$ cat src/rtl/circle_sched_pkg.sv
// Shared types and constants for the three-engine circle sequencer.
// The state encoding and screen geometry used by circle_sched and its sweeper.
package circle_sched_pkg;

    typedef enum logic [2:0] {
        ST_IDLE  = 3'd0,
        ST_CLEAR = 3'd1,
        ST_RUN0  = 3'd2,
        ST_RUN1  = 3'd3,
        ST_RUN2  = 3'd4,
        ST_DONE  = 3'd5
    } state_e;

    localparam int SCREEN_W = 160;
    localparam int SCREEN_H = 120;
    localparam int N_ENG    = 3;

    localparam logic [2:0] COL_BLACK = 3'b000;
    localparam logic [2:0] COL_BLUE  = 3'b001;
    localparam logic [2:0] COL_GREEN = 3'b010;
    localparam logic [2:0] COL_RED   = 3'b100;

    // One-hot engine start pattern belonging to a state; zero outside RUNk.
    function automatic logic [N_ENG-1:0] start_decode(input state_e s);
        logic [N_ENG-1:0] r;
        r = 3'b000;
        case (s)
            ST_RUN0: r = 3'b001;
            ST_RUN1: r = 3'b010;
            ST_RUN2: r = 3'b100;
            default: r = 3'b000;
        endcase
        return r;
    endfunction

endpackage

$ cat src/rtl/screen_sweeper.sv
// Framebuffer sweep counters: y runs inner over the screen height, x outer.
// last flags the final pixel (159,119); both counters wrap to zero after it.
module screen_sweeper
    import circle_sched_pkg::*;
(
    input  logic       clk,
    input  logic       rst_n,
    input  logic       en,
    output logic [7:0] x,
    output logic [6:0] y,
    output logic       last
);

    localparam logic [7:0] X_MAX = 8'(SCREEN_W - 1);
    localparam logic [6:0] Y_MAX = 7'(SCREEN_H - 1);

    logic [7:0] x_r;
    logic [6:0] y_r;

    // Advance the sweep position while enabled.
    always_ff @(posedge clk or negedge rst_n) begin
        if (!rst_n) begin
            x_r <= 8'd0;
            y_r <= 7'd0;
        end else if (en) begin
            if (y_r == Y_MAX) begin
                y_r <= 7'd0;
                if (x_r == X_MAX) begin
                    x_r <= 8'd0;
                end else begin
                    x_r <= x_r + 8'd1;
                end
            end else begin
                y_r <= y_r + 7'd1;
            end
        end else begin
            x_r <= x_r;
            y_r <= y_r;
        end
    end

    assign x    = x_r;
    assign y    = y_r;
    assign last = (x_r == X_MAX) && (y_r == Y_MAX);

endmodule

$ cat src/rtl/circle_sched.sv
// Sequencer for the blue/green/red circle engines: optional black clear, then
// each engine in turn, owning the single VGA write port.
module circle_sched
    import circle_sched_pkg::*;
#(
    parameter bit         CLEAR_EN = 1'b1,
    parameter logic [2:0] COL0     = COL_BLUE,
    parameter logic [2:0] COL1     = COL_GREEN,
    parameter logic [2:0] COL2     = COL_RED
) (
    input  logic                 clk,
    input  logic                 rst_n,
    input  logic                 start,
    output logic                 done,
    output logic [N_ENG-1:0]     eng_start,
    input  logic [N_ENG-1:0]     eng_done,
    input  logic [8*N_ENG-1:0]   eng_x,
    input  logic [7*N_ENG-1:0]   eng_y,
    input  logic [N_ENG-1:0]     eng_plot,
    output logic [7:0]           vga_x,
    output logic [6:0]           vga_y,
    output logic [2:0]           vga_colour,
    output logic                 vga_plot
);

    state_e           state_r;
    state_e           state_nxt_s;
    logic             done_r;
    logic [N_ENG-1:0] eng_start_r;
    logic [2:0]       colour_r;
    logic             clear_plot_r;

    logic             sweep_en_s;
    logic [7:0]       sweep_x_s;
    logic [6:0]       sweep_y_s;
    logic             sweep_last_s;

    function automatic logic [2:0] colour_decode(input state_e s);
        logic [2:0] c;
        c = COL_BLACK;
        case (s)
            ST_RUN0: c = COL0;
            ST_RUN1: c = COL1;
            ST_RUN2: c = COL2;
            default: c = COL_BLACK;
        endcase
        return c;
    endfunction

    assign sweep_en_s = (state_r == ST_CLEAR);

    screen_sweeper u_sweeper (
        .clk   (clk),
        .rst_n (rst_n),
        .en    (sweep_en_s),
        .x     (sweep_x_s),
        .y     (sweep_y_s),
        .last  (sweep_last_s)
    );

    // Next-state logic; start dropping mid-figure is deliberately ignored.
    always_comb begin
        state_nxt_s = state_r;
        case (state_r)
            ST_IDLE: begin
                if (start) begin
                    state_nxt_s = CLEAR_EN ? ST_CLEAR : ST_RUN0;
                end else begin
                    state_nxt_s = ST_IDLE;
                end
            end
            ST_CLEAR: begin
                if (sweep_last_s) begin
                    state_nxt_s = ST_RUN0;
                end else begin
                    state_nxt_s = ST_CLEAR;
                end
            end
            ST_RUN0: begin
                if (eng_done[0]) begin
                    state_nxt_s = ST_RUN1;
                end else begin
                    state_nxt_s = ST_RUN0;
                end
            end
            ST_RUN1: begin
                if (eng_done[1]) begin
                    state_nxt_s = ST_RUN2;
                end else begin
                    state_nxt_s = ST_RUN1;
                end
            end
            ST_RUN2: begin
                if (eng_done[2]) begin
                    state_nxt_s = ST_DONE;
                end else begin
                    state_nxt_s = ST_RUN2;
                end
            end
            ST_DONE: begin
                if (start) begin
                    state_nxt_s = ST_DONE;
                end else begin
                    state_nxt_s = ST_IDLE;
                end
            end
            default: state_nxt_s = ST_IDLE;
        endcase
    end

    // State register; outputs are decoded from the next state so they are registered.
    always_ff @(posedge clk or negedge rst_n) begin
        if (!rst_n) begin
            state_r      <= ST_IDLE;
            done_r       <= 1'b0;
            eng_start_r  <= 3'b000;
            colour_r     <= 3'b000;
            clear_plot_r <= 1'b0;
        end else begin
            state_r      <= state_nxt_s;
            done_r       <= (state_nxt_s == ST_DONE);
            eng_start_r  <= start_decode(state_nxt_s);
            colour_r     <= colour_decode(state_nxt_s);
            clear_plot_r <= (state_nxt_s == ST_CLEAR);
        end
    end

    // Pixel mux: only the active engine reaches the adapter, and its done cycle never plots.
    always_comb begin
        vga_x    = 8'd0;
        vga_y    = 7'd0;
        vga_plot = 1'b0;
        case (state_r)
            ST_CLEAR: begin
                vga_x    = sweep_x_s;
                vga_y    = sweep_y_s;
                vga_plot = clear_plot_r;
            end
            ST_RUN0: begin
                vga_x    = eng_x[7:0];
                vga_y    = eng_y[6:0];
                vga_plot = eng_plot[0] & ~eng_done[0];
            end
            ST_RUN1: begin
                vga_x    = eng_x[15:8];
                vga_y    = eng_y[13:7];
                vga_plot = eng_plot[1] & ~eng_done[1];
            end
            ST_RUN2: begin
                vga_x    = eng_x[23:16];
                vga_y    = eng_y[20:14];
                vga_plot = eng_plot[2] & ~eng_done[2];
            end
            default: begin
                vga_x    = 8'd0;
                vga_y    = 7'd0;
                vga_plot = 1'b0;
            end
        endcase
    end

    assign done       = done_r;
    assign eng_start  = eng_start_r;
    assign vga_colour = colour_r;

endmodule
$ cat config.mk
export PLATFORM = sky130hd
export DESIGN_NAME = circle_sched
export DESIGN_NICKNAME = d
export VERILOG_FILES = /design/src/rtl/circle_sched_pkg.sv /design/src/rtl/screen_sweeper.sv /design/src/rtl/circle_sched.sv
export SDC_FILE = /design/constraint.sdc
export NUM_CORES = 1
export LEC_CHECK = 0
export CORE_MARGIN = 1.5
export CORE_UTILIZATION = 40
export CTS_CLUSTER_DIAMETER = 120
export DETAILED_ROUTE_END_ITERATION = 8
export GPL_TIMING_DRIVEN = 0
export PLACE_DENSITY = 0.88
export SLEW_MARGIN = 30
export SYNTH_ARGS = -nofsm -noshare
export SYNTH_HDL_FRONTEND = slang
export SYNTH_SLANG_ARGS = --single-unit
$ cat constraint.sdc
create_clock -name clk -period 2.55 [get_ports clk]
set_input_delay 0.255 -clock clk [delete_from_list [all_inputs] [get_ports clk]]
set_output_delay 0.255 -clock clk [all_outputs]
set_load 0.02 [all_outputs]
==> results.ini <==
[setup_path]
crit_path_max_fanout = 10
r2r_slack_ps = 420
r2r-end = vga_colour[2]$_DFF_PN0_
cp_top_family = buffers and inverters
critical_path_class = reg -> out
cpPeakStageDelay_ps = 620
crit_path_start = state_r[1]$_DFF_PN0_
worstPathRequired_ps = 2300
cp_num_buf_inv = 2
worstPathArrival_ps = 2180
slowest_stage = clkdlybuf4s50_1
critical_path_depth = 5
r2r_start = u_sweeper.x[0]$_DFFE_PN0P_
r2r_cells = 5
startpoint_type = register
path_cells = buf_2 -> nor2b_2 -> a22oi_1 -> o22ai_1 -> clkdlybuf4s50_1
cp-end-kind = output port

[run_status]
status = finished, final reports clean

[pwr]
vdd_ir_drop_max_uv = 210
p_seq_share_pct = 41.7
switching_power_mw = 0.405
p_clk_share_pct = 18.6
power.total_mw = 1.20
p_sw_share_pct = 33.6
powerDensity_nw_per_um2 = 496
combPwrFrac_pct = 39.7
power_leakage_nw = 1.09
power.internal_mw = 0.798

[logic_synthesis]
syn_avg_cell_area_um2 = 8.95
synth.cell_area_um2 = 1550
synth.distinct_cells = 36
postSynthCellCount = 173
seq_area_frac_synth_pct = 37.2
synth-seq-cells = 23
ys_warn_count = 0
syn-num-nets = 229

[route]
totalWireLength_um = 4820
post_drt_via_cell_ratio = 5.64
drcViolationCount = 0
dr_total_vias = 1704
wl_per_cell_um = 16.0
initialDrtViolationCount = 67
drt_pass1_iterations = 4
drtAntennaViolNets = 0

[global_route]
grt_max_degree = 24
grtUsageTotal_pct = 24.0
grt_pass1_vias = 1803
antenna_found_initial = 0
grt_pass1_wl_um = 8000
grt_overflow = 0

[cts]
cts_tree = built
cts_buffers = 3
clk_pin_slew_ps = 80
insertion_delay_ps = 260
clockBufferDepth = 2
root_buffer = clkbuf_8
cts_sinks = 23
htreeDepth = 1

[job]
maxCapViolCount = 0

[timing]
setup_slack_ps = 116
hold_violations = 0
drv_slew = 0
slew_headroom_pct = 45.3
worst_pin_slew_ps = 819
clock.fmax_mhz = 411
rsz0062_at_grt = false
fin_setup_tns_ps = 0
setup_viol = 0
post-route-period-util_pct = 95.5
clock_skew_ps = 2.86
period_minus_slack_ps = 2430

[cells_and_area]
area_growth_pct = 56.7
utilization_pct = 65.8
final_nets = 311
antenna_cells = 0
nFillCells = 325
fin_area_um2 = 2430
final_layout_size_suffix_gt1_share_pct = 8.27

[floorplanning]
io-pin-count = 77
die_x_um = 65.2
rows = 22
coreArea_um2 = 3690
initial_core_util_pct = 42.0
die_h_um = 65.2
die_area_um2 = 4250

[place]
gp_congestion = 0.858
place.detailed.hpwl_um = 3570
place_ws_ps = -396
place_area_um2 = 2360
port_buffers = 76

[min_path]
min_path_type = in -> async

[power groups by stage]
stage	Sequential (mW)	Combinational, mW	Clock (mW)
after floorplan	0.484	0.262	0
after global placement	0.504	0.475	0
after detailed placement	0.504	0.481	0
after CTS	0.499	0.475	0.227
after global routing	0.511	0.524	0.244
final	0.501	0.477	0.224
[worst max-delay path by stage]
stage | slack (ps) | end
floorplan | 490 | vga_x[0]
global route | 4 | vga_y[0]
CTS | 90 | vga_y[0]
finish | 120 | vga_y[2]
detailed placement | -400 | vga_x[5]
global placement | -350 | vga_x[0]
[stage by stage]
step	hold WS (ps)	instances
3_3_place_gp	517	297
5_1_grt	552	302
2_1_floorplan	-40.6	173
4_1_cts	518	302
3_5_place_dp	253	297
6_report	501	302
[metal layers]
layer / track usage, % / up-vias / share of wire (%)
met5: 0 / - / 0
met4: 7.29 / 0 / 0.39
met3: 4.62 / 2 / 6.8
met2: 45.5 / 68 / 51
met1: 26.8 / 823 / 42
li1: - / 811 / -
[cell families after synthesis]
family	share of synthesized area (%)
AND/OR/NAND/NOR	21.2
AO/OA/AOI/OAI	22.0
multiplexers	10.3
XOR/XNOR	2.26
buffers and inverters	5.49
adder cells (fa/ha/maj)	1.62
flip-flops	37.2
[cells in the mapped netlist, drive strengths merged]
cell,count,area [um2]
a22oi,15,113
a21o,2,15.0
mux2i,16,160
inv,5,18.8
a21oi,4,20.0
nand2,15,56.3
nor2b,4,25.0
or4,1,7.51
nand2b,5,31.3
nor3,4,20.0
nand3b,1,7.51
o21bai,1,7.51
and4,2,17.5
nor4bb,2,20.0
clkbuf,5,18.8
a2111oi,1,8.76
buf,8,47.6
and3,1,6.26
or3,3,18.8
dfrtp,23,576
nor3b,3,22.5
nand4,3,18.8
a32oi,1,8.76
o2bb2ai,1,8.76
xnor2,4,35.0
nor2,4,15.0
o21ai,10,50.1
a2bb2oi,1,8.76
or3b,1,8.76
o22ai,16,100
nand3,6,30.0
ha,2,25.0
or4b,1,10.0
or2,2,12.5
[flip-flops by register name, indices dropped and copies added, names as in the netlist]
register	flops
u_sweeper.y	7
vga_colour	3
clear_plot_r	1
state_r	3
done	1
u_sweeper.x	8
[worst register-to-register path, cell delays in order, from the launching register on]
cell	delay, ps
dfrtp_1	460
ha_1	280
nor4bb_1	160
nor4bb_1	150
a2111oi_1	790
nor3b_1	140
[what timing repair did]
| action | 4_1_cts | 5_1_grt |
|---|---|---|
| hold buffers | 1 | 0 |
| gates resized for setup | 18 | 3 |
| gates cloned | 0 | 0 |
| buffers inserted | 0 | 0 |
| endpoints found under the setup margin | 16 | 1 |
| endpoints found under the hold margin | 23 | 0 |
[final cells by class]
type | instances | area, um2 | area share, %
Multi-Input combinational cell | 132 | 892 | 36.8
Clock buffer | 3 | 41.3 | 1.70
Tap cell | 48 | 60.1 | 2.47
Sequential cell | 23 | 577 | 23.8
Timing Repair Buffer | 77 | 753 | 31.0
Buffer | 13 | 80.1 | 3.30
Inverter | 5 | 18.8 | 0.773
Clock inverter | 1 | 5.00 | 0.206
[layout by cell type, fill, tap and decap left out, drive strengths merged, types with 3 or more instances in the layout]
cell,count
o21ai,10
nor3,4
dfrtp,23
nand3,6
buf,9
clkdlybuf4s50,65
clkbuf,8
a21oi,4
nor2,4
or3,3
mux2i,16
nor3b,3
inv,5
nand2b,5
nand2,15
nor2b,4
a22oi,15
o22ai,16
xnor2,4
dlygate4sd2,10
nand4,3
Note: power is estimated with default switching activity, not from simulation.
